$ cat config.mk
export PLATFORM = sky130hd
export DESIGN_NAME = fetch_ctrl
export DESIGN_NICKNAME = d
export VERILOG_FILES = /design/src/rtl/fetch_pkg.sv /design/src/rtl/fetch_pc_reg.sv /design/src/rtl/fetch_ctrl.sv
export SDC_FILE = /design/constraint.sdc
export NUM_CORES = 1
export LEC_CHECK = 0
export CORE_MARGIN = 2
export CORE_UTILIZATION = 35
export DETAILED_ROUTE_END_ITERATION = 7
export PLACE_DENSITY = 0.71
export RECOVER_POWER = 100
export REMOVE_ABC_BUFFERS = 1
export SETUP_SLACK_MARGIN = 0.2
export SYNTH_ARGS = -nofsm -noshare
export SYNTH_HDL_FRONTEND = slang
export SYNTH_SLANG_ARGS = --single-unit
$ cat constraint.sdc
create_clock -name clk -period 5.25 [get_ports clk]
set_input_delay 1.05 -clock clk [delete_from_list [all_inputs] [get_ports clk]]
set_output_delay 1.05 -clock clk [all_outputs]
set_load 0.01 [all_outputs]
$ cat src/rtl/fetch_pkg.sv
// fetch_pkg: shared state encoding, opcode width and immediate-opcode decode for fetch_ctrl
package fetch_pkg;

    localparam int OPCODE_W = 6;

    localparam logic [OPCODE_W-1:0] OP_LDM  = 6'b000001;
    localparam logic [OPCODE_W-1:0] OP_IADD = 6'b001101;

    typedef enum logic [1:0] {
        S_FETCH,
        S_IMM
`ifdef FETCH_CTRL_INT_EN
        ,
        S_INT
`endif
    } state_t;

    // Opcodes whose instruction is followed by a second (immediate) word
    function automatic logic has_imm(input logic [OPCODE_W-1:0] opcode);
        return (opcode == OP_LDM) || (opcode == OP_IADD);
    endfunction

endpackage

$ cat src/rtl/fetch_pc_reg.sv
// fetch_pc_reg: 32-bit program counter with increment enable and parallel load
module fetch_pc_reg
    import fetch_pkg::*;
#(
    parameter logic [31:0] RESET_PC = 32'h0000_0000
) (
    input  logic        clk,
    input  logic        rst,
    input  logic        en,
    input  logic        ld,
    input  logic [31:0] ld_pc,
    output logic [31:0] pc_o
);

    logic [31:0] pc_d, pc_q;

    // Load wins over increment; increment wraps modulo 2^32
    always_comb pc_d = ld ? ld_pc : en ? pc_q + 32'd1 : pc_q;

    // Synchronous active-low reset to the boot address
    always_ff @(posedge clk) begin
        if (!rst) pc_q <= RESET_PC;
        else      pc_q <= pc_d;
    end

    assign pc_o = pc_q;

endmodule

$ cat src/rtl/fetch_ctrl.sv
// fetch_ctrl: instruction fetch FSM with one/two-word decode, stall, redirect; interrupts when FETCH_CTRL_INT_EN is defined
module fetch_ctrl
    import fetch_pkg::*;
#(
    parameter logic [31:0] RESET_PC = 32'h0000_0000,
    parameter logic [31:0] INT_PC   = 32'h0000_0010
) (
    input  logic        clk,
    input  logic        rst,
    input  logic        stall_i,
    input  logic        redirect_i,
    input  logic [31:0] redirect_pc_i,
    input  logic        int_req_i,
    input  logic [15:0] imem_rdata_i,
    output logic [31:0] imem_addr_o,
    output logic        inst_valid_o,
    output logic [15:0] inst_o,
    output logic [15:0] imm_o,
    output logic [31:0] inst_pc_o,
    output logic        int_ack_o,
    output logic [31:0] epc_o
);

    state_t      state_d, state_q;
    logic        valid_d, valid_q;
    logic [15:0] inst_d, inst_q;
    logic [15:0] imm_d, imm_q;
    logic [31:0] inst_pc_d, inst_pc_q;
    logic        pc_inc, pc_ld;
    logic [31:0] pc;
`ifdef FETCH_CTRL_INT_EN
    logic        ack_d, ack_q;
    logic [31:0] epc_d, epc_q;
`endif

    fetch_pc_reg #(.RESET_PC(RESET_PC)) u_pc (
        .clk   (clk),
        .rst   (rst),
        .en    (pc_inc),
        .ld    (pc_ld),
        .ld_pc (redirect_i ? redirect_pc_i : INT_PC),
        .pc_o  (pc)
    );

    // Next-state: redirect beats everything, then interrupt exit, then stall hold, then fetch/immediate
    always_comb begin
        state_d   = state_q;
        valid_d   = valid_q;
        inst_d    = inst_q;
        imm_d     = imm_q;
        inst_pc_d = inst_pc_q;
        pc_inc    = 1'b0;
        pc_ld     = 1'b0;
`ifdef FETCH_CTRL_INT_EN
        ack_d     = 1'b0;
        epc_d     = epc_q;
`endif
        if (redirect_i) begin
            state_d = S_FETCH;
            valid_d = 1'b0;
            pc_ld   = 1'b1;
        end
`ifdef FETCH_CTRL_INT_EN
        else if (state_q == S_INT) begin
            state_d = S_FETCH;
        end
`endif
        else if (!stall_i) begin
            if (state_q == S_IMM) begin
                imm_d   = imem_rdata_i;
                pc_inc  = 1'b1;
                valid_d = 1'b1;
                state_d = S_FETCH;
            end
`ifdef FETCH_CTRL_INT_EN
            else if (int_req_i) begin
                state_d = S_INT;
                epc_d   = pc;
                pc_ld   = 1'b1;
                valid_d = 1'b0;
                ack_d   = 1'b1;
            end
`endif
            else begin
                inst_d    = imem_rdata_i;
                inst_pc_d = pc;
                imm_d     = 16'h0000;
                pc_inc    = 1'b1;
                valid_d   = !has_imm(imem_rdata_i[15:10]);
                state_d   = has_imm(imem_rdata_i[15:10]) ? S_IMM : S_FETCH;
            end
        end
    end

    // FSM state and registered outputs
    always_ff @(posedge clk) begin
        if (!rst) begin
            state_q   <= S_FETCH;
            valid_q   <= 1'b0;
            inst_q    <= 16'h0000;
            imm_q     <= 16'h0000;
            inst_pc_q <= 32'h0000_0000;
`ifdef FETCH_CTRL_INT_EN
            ack_q     <= 1'b0;
            epc_q     <= 32'h0000_0000;
`endif
        end else begin
            state_q   <= state_d;
            valid_q   <= valid_d;
            inst_q    <= inst_d;
            imm_q     <= imm_d;
            inst_pc_q <= inst_pc_d;
`ifdef FETCH_CTRL_INT_EN
            ack_q     <= ack_d;
            epc_q     <= epc_d;
`endif
        end
    end

    assign imem_addr_o  = pc;
    assign inst_valid_o = valid_q;
    assign inst_o       = inst_q;
    assign imm_o        = imm_q;
    assign inst_pc_o    = inst_pc_q;
`ifdef FETCH_CTRL_INT_EN
    assign int_ack_o    = ack_q;
    assign epc_o        = epc_q;
`else
    logic unused_int_req;
    assign unused_int_req = int_req_i;
    assign int_ack_o      = 1'b0;
    assign epc_o          = 32'h0000_0000;
`endif

endmodule

==> qor.yml, run 1 <==
status:
  status: "completed"
final_layout:
  syn_to_final_growth_pct: 36.9
  layout-drive-gt1-share_pct: 3.29
  n_antenna_cell: 0
  nets: 749
  fill_cells: 1294
  stdcell_area_mm2: 0.00639
  instances_no_fill: 875
floorplan:
  dieArea_mm2: 0.0143
  chipWidth_um: 120
  core_area_mm2: 0.0131
  io_pins: 183
  die_h_um: 120
  start_util_pct: 35.6
  num_rows: 42
detailed_routing:
  drc: 0
  drt_first_pass_iters: 4
  vias_per_cell: 5.05
  drt-total-wl_um: 13300
  dr.first_iter.drc_count: 276
  antenna_left: 0
  drt-wirelength-per-cell_um: 15.2
  vias: 4418
sta:
  slew_headroom_pct: 6.25
  max_slew.worst_pin.slew_ns: 1.41
  finalMaxSlewViolations: 0
  finalCritPeriodShare_pct: 76.3
  hold_violations: 0
  rsz0062_at_grt: "no"
  hold_slack_ns: 0.459
  setup-tns-final_ns: 0
  setup-violations-final: 0
  setup_ws_ns: 1.25
  clock_skew_ns: 0.00707
  max_freq_mhz: 250
  min_period_ns: 4.00
clock_tree:
  cts-buffers-inserted: 9
  cts_root_buf: "clkbuf_16"
  cts.hold.buffers_added: 0
  cts_tree: "yes"
  cts.path.max_buffers: 2
  insertion_delay_ns: 0.35
  cts_setup_buffers: 0
  cts_max_level: 3
  clock_sinks: 98
  cts.clk_slew.worst_paths_ns: 0.07
  cts-resized-gates: 0
pwr:
  p_per_area_mw_per_mm2: 263
  p_comb_share_pct: 12.9
  p_seq_share_pct: 48.2
  switchingPower_mw: 0.421
  leakage_nw: 2.49
  p_int_mw: 1.26
  netSwitchingFraction_pct: 25.0
  p_clk_share_pct: 38.8
  peakVddDrop_v: 0.000140
critical_path:
  r2r_end: "u_pc.pc_o[26]"
  timing.reg2reg.setup_slack_ns: 2.63
  timing.rr.start: "u_pc.pc_o[0]"
  worstPathArrival_ns: 4.22
  worst-setup-path-type: "in -> reg"
  crit_path_start_kind: "input pin"
  critPathCaptureType: "flip-flop"
  crit_path_max_fanout: 34
  r2r_cells: 5
  required_ns: 5.47
placed_design:
  dpl-instance-area_mm2: 0.00611
  port_buffers: 148
  dp_slack_ns: 1.26
  dpl.hpwl_um: 9250
  place.gp.congestion: 0.804
  dpl.cell_count: 860
global_routing:
  grt_max_degree: 70
  antenna_found_initial: 0
  grt_pass1_wl_um: 21500
  grt.overflow.total: 0
  grt.total_usage_pct: 19.0
  use_met3_pct: 4.23
  grt-busiest-layer: "met2"
  grt_util_met1_pct: 23.4
  grt_pass1_vias: 4205
  gr-usage-met2_pct: 32.3
synth:
  synthArstFlopShare_pct: 0
  synth_ff_type: "dfxtp_1"
  synth_area_mm2: 0.00467
  netlist_instances: 574
  synth-simple-area-share_pct: 26.1
  synthMuxAreaShare_pct: 0.214
  synthAdderAreaFrac_pct: 0.268
  avgSynthCellArea_um2: 8.14
  synth_xor_area_share_pct: 2.06
  synth_top_family_by_area: "simple AND/OR/NAND/NOR gates"
  synth-seq-cells: 98
  yosysWarnings: 0
  ys_seq_area_share_pct: 42.0
  synth_compound_gate_area_share_pct: 20.0
  synthDistinctLibCells: 48
  synth_edf_count: 0
worst_hold_path:
  hold_path.class: "reg -> reg"
  hold_path_end: "inst_pc_o[26]"
  hold_start: "inst_pc_o[26]"
  holdPathStages: 2
flow_run:
  maxCapViolCount: 0
## power by group through the flow
stage	clock network (mW)	registers, mW	logic, mW
finish	0.654	0.812	0.218
global route	0.710	0.818	0.239
CTS	0.675	0.813	0.232
detailed placement	0	0.830	0.231
global placement	0	0.828	0.226
floorplan	0	0.834	0.0785
## sequential cells by signal, indices dropped and copies added, names as in the netlist
| register | cells |
|---|---|
| inst_pc_o | 32 |
| inst_valid_o | 1 |
| inst_o | 16 |
| u_pc.pc_o | 32 |
| state_q | 1 |
| imm_o | 16 |
## per-stage QoR
stage                     total power [mW]  utilization (%)
final                                 1.68             48.7
after global routing                  1.77             48.7
after CTS                             1.72             48.7
after detailed placement              1.06             46.5
after global placement                1.05             46.5
after floorplan                      0.912                -
## cells in the mapped netlist, types with 2 or more instances
| master | count | area share, % |
|---|---|---|
| xnor2_1 | 6 | 1.1 |
| or3_1 | 7 | 0.94 |
| nor3b_1 | 2 | 0.32 |
| a21boi_1 | 8 | 1.3 |
| nor3_1 | 6 | 0.64 |
| dfxtp_1 | 98 | 42 |
| buf_4 | 33 | 5.3 |
| o311a_1 | 4 | 0.86 |
| o21ai_0 | 28 | 3.0 |
| or4_1 | 11 | 1.8 |
| clkbuf_1 | 32 | 2.6 |
| o31ai_1 | 8 | 1.3 |
| a31oi_1 | 14 | 1.9 |
| nor4_1 | 2 | 0.27 |
| a21oi_1 | 5 | 0.54 |
| nand4_1 | 13 | 1.7 |
| a21boi_0 | 56 | 9.0 |
| nand2b_1 | 7 | 0.94 |
| and4_1 | 5 | 0.94 |
| xor2_1 | 5 | 0.94 |
| nand3b_1 | 2 | 0.32 |
| inv_1 | 5 | 0.40 |
| nand4b_1 | 3 | 0.56 |
| nand3_1 | 28 | 3.0 |
| nand4_2 | 2 | 0.54 |
| and3_1 | 4 | 0.54 |
| o21ai_1 | 4 | 0.43 |
| nand2_1 | 131 | 11 |
| o31a_1 | 2 | 0.38 |
| buf_2 | 4 | 0.43 |
| and3b_1 | 2 | 0.38 |
| o211a_1 | 2 | 0.43 |
| buf_1 | 4 | 0.32 |
| and2_1 | 10 | 1.3 |
| nor2_1 | 6 | 0.48 |
| o21a_1 | 3 | 0.48 |
## placed cells by master (no fill, tap or decap), types with 6 or more instances in the layout
cell             instances
clkdlybuf4s50_1         48
clkbuf_16                9
nand3_1                 28
xnor2_1                  6
a21boi_0                63
nand2b_1                 7
conb_1                  33
or4_1                   11
dlygate4sd3_1           99
o31ai_1                  8
o21ai_0                 28
a31oi_1                 14
nand2_1                131
dfxtp_1                 98
or3_1                    6
nand4_1                 13
nor3_1                   6
## worst max-delay path: stages
cell	delay, ns
dlygate4sd3_1	0.57
clkbuf_1	1.04
clkinv_1	0.82
buf_4	0.43
nand3_1	0.10
or4_1	0.12
nand3_1	0.08
## how the worst max path moves through the flow
stage / cells past startpoint / endpoint / slack, ns / start
after floorplan: 4 / inst_o[0] / 1.95 / stall_i
after global placement: 6 / inst_o[15] / 1.40 / stall_i
after detailed placement: 6 / inst_pc_o[5] / 1.26 / stall_i
after CTS: 6 / inst_pc_o[5] / 1.63 / stall_i
after global routing: 6 / u_pc.pc_o[14] / 0.86 / redirect_i
final: 7 / u_pc.pc_o[29] / 1.25 / redirect_i
## layer usage
layer / part of all wire (%) / vias up
met1: 43 / 2091
met3: 5.7 / 7
met5: 0 / -
met2: 51 / 137
met4: 0.70 / 0
li1: - / 2183
## cells by family (layout without fill, tap and decap cells)
group | after synthesis | after routing
AO/OA/AOI/OAI | 136 | 136
XOR/XNOR | 11 | 11
adder cells (fa/ha/maj) | 1 | 1
buffers and inverters | 80 | 173
flip-flops | 98 | 98
multiplexers | 1 | 1
other | 1 | 33
AND/OR/NAND/NOR | 246 | 246
## cell type report
class                           instances  area, µm²  area share, %
Clock buffer                           12        246           3.85
Tap cell                              176        220           3.44
Inverter                                6       22.5          0.352
Sequential cell                        98       1960           30.7
Timing Repair Buffer                  152       1500           23.5
Clock inverter                          3       40.0          0.626
Multi-Input combinational cell        428       2400           37.5
(Power assumes the default switching activity.)
==> inputs of run 2 (changes only) <==
PLACE_DENSITY = 0.73   (was 0.71)
clock period = 3.4 ns   (was 5.25 ns; I/O delays follow)
==> run 2 against run 1 <==
Clock skew is essentially flat. Clock power grew 79%. Global-route usage shrank 0.49 points. Non-clock buffer count grew 6. Die area is the same. Hold slack lost 0.00099 ns. Combinational power grew 55%. Largest power group unchanged. Highest routed layer unchanged. Critical path type unchanged.
==> qor.yml, run 2 (synthesis gave the netlist of run 1 again) <==
critical_path:
  slowest_stage: "clkbuf_2"
  critPathCaptureType: "flip-flop"
  required_ns: 3.66
  worstPathArrival_ns: 3.13
  crit_chain: "dlygate4sd3_1 > buf_4 > or2_0 > nor2_4 > clkbuf_2 > nand2_1 > a21boi_0"
  crit_path_max_fanout: 33
  critPathMaxStageDelay_ns: 0.68
  crit_path_start_kind: "input pin"
  worst-setup-path-type: "in -> reg"
clock_tree:
  cts_setup_buffers: 0
  clock_sinks: 98
  cts.path.max_buffers: 2
  insertion_delay_ns: 0.35
  cts.clk_slew.worst_paths_ns: 0.07
  cts_max_level: 3
  cts_root_buf: "clkbuf_16"
  cts.hold.buffers_added: 0
  cts-resized-gates: 0
  cts_tree: "yes"
  cts-buffers-inserted: 9
detailed_routing:
  dr.first_iter.drc_count: 336
  drt_first_pass_iters: 4
  vias_per_cell: 5.08
  drt-total-wl_um: 13300
  vias: 4482
  drt-wirelength-per-cell_um: 15.0
  antenna_left: 0
  drc: 0
global_routing:
  antenna_found_initial: 0
  grt_util_met1_pct: 23.6
  grt_pass1_vias: 4103
  grt_max_degree: 49
  gr-usage-met2_pct: 29.6
  grt.total_usage_pct: 18.5
  use_met3_pct: 4.80
  grt.overflow.total: 0
  grt_pass1_wl_um: 21100
  grt-busiest-layer: "met2"
final_layout:
  final_common_cell: "nand2_1"
  utilization_pct: 49.4
  n_antenna_cell: 0
  instances_no_fill: 882
  final_cell_mix: "nand2_1, dlygate4sd3_1, dfxtp_1"
  fill_cells: 1284
  syn_to_final_growth_pct: 38.9
  nets: 755
  layout-drive-gt1-share_pct: 4.25
worst_hold_path:
  hold_path.class: "reg -> reg"
pwr:
  p_per_area_mw_per_mm2: 426
  leakage_nw: 2.54
  peakVddDrop_v: 0.000234
sta:
  slew_headroom_pct: 17.2
  hold_violations: 0
  setup-violations-final: 0
  rsz0062_at_grt: "no"
  clock_skew_ns: 0.00731
  setup-tns-final_ns: 0
  finalCritPeriodShare_pct: 84.5
  max_freq_mhz: 348
  finalMaxSlewViolations: 0
  min_period_ns: 2.87
  max_slew.worst_pin.slew_ns: 1.24
flow_run:
  maxCapViolCount: 0
placed_design:
  dpl.cell_count: 866
  dpl.hpwl_um: 9370
  port_buffers: 148
  place.gp.congestion: 0.798
floorplan:
  core_area_mm2: 0.0131
  chipWidth_um: 120
  die_h_um: 120
  start_util_pct: 35.6
  num_rows: 42
  dieArea_mm2: 0.0143
  io_pins: 183
status:
  status: "completed"
run 2: final cells by class:
class | count | area [µm²] | area share [%]
sequential | 98 | 1960 | 30.2
clock buffer | 9 | 225 | 3.47
tap | 176 | 220 | 3.40
inverter | 6 | 22.5 | 0.347
clock inverter | 7 | 118 | 1.81
timing repair buffer | 158 | 1540 | 23.7
multi-input combinational | 428 | 2400 | 37.0
run 2: per-layer routing:
metal,routed length [µm],vias up
met5,0,-
met4,216,0
li1,-,2187
met1,5900,2122
met3,954,15
met2,6190,158
run 2: critical path, delay by kind of cell:
family                 cells  cell delay [ns]
AND/OR/NAND/NOR            3             0.73
AO/OA/AOI/OAI              1             0.22
buffers and inverters      3             1.49
run 2: power breakdown:
| part | total [mW] | switching, mW | internal, mW | leakage, nW |
|---|---|---|---|---|
| sequential | 1.25 | 0.0570 | 1.20 | 0.801 |
| clock | 1.17 | 0.454 | 0.719 | 0.169 |
| combinational | 0.338 | 0.168 | 0.170 | 1.57 |
run 2: final timing paths:
check,cells after the start,startpoint,slack [ns],to
worst max-delay path,7,stall_i,0.53,inst_pc_o[31]
worst max register to register,4,u_pc.pc_o[2],1.10,u_pc.pc_o[25]
worst min register to register,2,inst_pc_o[14],0.46,inst_pc_o[14]
worst min-delay path,2,inst_pc_o[14],0.46,inst_pc_o[14]
run 2: through the flow:
stage	power [mW]	instance area [µm²]	worst slack, ns	hold slack (ns)
floorplan	1.41	4380	0.468	0.479
global placement	1.63	6170	0.463	0.443
detailed placement	1.64	6170	0.419	0.446
CTS	2.82	6510	0.783	0.455
global route	2.88	6490	0.351	0.474
finish	2.76	6490	0.526	0.458
==> inputs of run 3 (changes only) <==
PLACE_DENSITY = 0.71   (was 0.73)
clock period = 2.9 ns   (was 3.4 ns; I/O delays follow)
==> run 3 against run 2 <==
Core utilization rose by 0.16 points. Sequential share of layout area fell by 0.099 points. Flip-flop and latch count did not move. Non-clock buffer count rose by 5. Design area rose by 0.33%. Cell count rose by 0.57%. Clock power rose by 9%. Count of clock-buffer cells in the layout rose by 1. Total power rose by 14%. Global-route usage barely moved. Via count barely moved.
==> qor.yml, run 3 (synthesis gave the netlist of run 1 again) <==
clock_tree:
  cts.hold.buffers_added: 0
  cts-buffers-inserted: 9
  cts.path.max_buffers: 2
  cts_max_level: 3
  cts_setup_buffers: 0
  insertion_delay_ns: 0.34
  cts.clk_slew.worst_paths_ns: 0.06
  cts_tree: "yes"
  cts_root_buf: "clkbuf_16"
  clock_sinks: 98
  cts-resized-gates: 0
floorplan:
  dieArea_mm2: 0.0143
  chipWidth_um: 120
  io_pins: 183
  num_rows: 42
  start_util_pct: 35.6
  die_h_um: 120
  core_area_mm2: 0.0131
global_routing:
  grt.total_usage_pct: 18.5
  grt_pass1_wl_um: 21300
  grt_max_degree: 56
  grt_pass1_vias: 4296
  antenna_found_initial: 0
  grt.overflow.total: 0
placed_design:
  dpl.hpwl_um: 9340
  port_buffers: 148
  dpl-instance-area_mm2: 0.00621
  place.gp.congestion: 0.840
  dp_slack_ns: 0.299
pwr:
  leakage_nw: 2.56
  p_per_area_mw_per_mm2: 485
  peakVddDrop_v: 0.000512
final_layout:
  final_common_cell: "nand2_1"
  syn_to_final_growth_pct: 39.3
  fill_cells: 1236
  n_antenna_cell: 0
  stdcell_area_mm2: 0.00651
  nets: 760
  final_cell_mix: "nand2_1, dfxtp_1, dlygate4sd3_1"
  layout-drive-gt1-share_pct: 4.92
detailed_routing:
  drt-total-wl_um: 13200
  drc: 0
  dr.first_iter.drc_count: 240
  drt_first_pass_iters: 5
  vias_per_cell: 5.05
  antenna_left: 0
  vias: 4483
  drt-wirelength-per-cell_um: 14.8
sta:
  min_period_ns: 2.54
  setup_ws_ns: 0.362
  finalCritPeriodShare_pct: 87.5
  finalMaxSlewViolations: 0
  max_slew.worst_pin.slew_ns: 0.822
  setup-violations-final: 0
  slew_headroom_pct: 45.2
  rsz0062_at_grt: "no"
  setup-tns-final_ns: 0
  clock_skew_ns: 0.00710
  hold_violations: 0
  max_freq_mhz: 394
status:
  status: "completed"
critical_path:
  worst-setup-path-type: "in -> reg"
  required_ns: 3.13
  critPathTopFamily: "buffers and inverters"
  crit_chain: "clkdlybuf4s50_1 > nand3b_1 > or4_1 > clkbuf_1 > o31a_1 > o311a_1"
  cp_num_buf_inv: 2
  critPathMaxStageDelay_ns: 0.44
  crit_path_max_fanout: 17
  crit_path_start_kind: "input pin"
  worstPathArrival_ns: 2.77
  slowest_stage: "clkdlybuf4s50_1"
  critPathCaptureType: "flip-flop"
worst_hold_path:
  hold_path.class: "reg -> reg"
flow_run:
  maxCapViolCount: 0
-- run 3: cell count changes in the layout (fill, tap and decap cells not counted), sizes merged --
cell,before,now
clkdlybuf4s50,48,49
dlygate4sd3,99,98
buf,7,10
bufinv,3,2
clkbuf,13,16
-- run 3: final timing paths --
check                     from            end  slack (ns)  cells past startpoint
setup / recovery       stall_i  u_pc.pc_o[25]        0.36                      6
setup reg to reg  u_pc.pc_o[5]  u_pc.pc_o[25]        0.58                      5
hold reg to reg      inst_o[4]      inst_o[4]        0.46                      2
hold / removal       inst_o[4]      inst_o[4]        0.46                      2
-- run 3: layer usage --
metal | global-route usage [%] | vias to the layer above | wire length (µm)
met5 | 0 | - | 0
met1 | 23.3 | 2109 | 5740
met3 | 5.47 | 7 | 883
met2 | 31.3 | 164 | 6450
met4 | 4.26 | 0 | 81
li1 | - | 2203 | -
-- run 3: power by group --
part / internal (mW) / switching, mW
clock network: 0.773 / 0.510
registers: 1.40 / 0.0660
logic: 0.205 / 0.200
total: 2.38 / 0.776
-- run 3: area by class of cell --
class                      instances  area (µm²)  area share, %
multi-input combinational        428        2400           36.9
sequential                        98        1960           30.1
timing repair buffer             163        1580           24.3
clock buffer                      10         239           3.67
tap                              176         220           3.38
clock inverter                     6        80.1           1.23
inverter                           6        22.5          0.346
-- run 3: worst register-to-register path: stages, from the launching register on --
cell and delay (ns):
dfxtp_1 0.49, nand4_2 0.12, or4_1 0.54, clkbuf_1 0.37
o31a_1 0.40, o311a_1 0.28
-- run 3: per-stage QoR --
step           hold slack (ns)  power [mW]  utilization [%]  instances
2_1_floorplan            0.479        1.65                -        532
5_1_grt                  0.483        3.30             49.5        887
6_report                 0.462        3.16             49.5        887
3_5_place_dp             0.448        1.93             47.2        871
3_3_place_gp             0.444        1.92             47.2        871
4_1_cts                  0.458        3.22             49.7        887
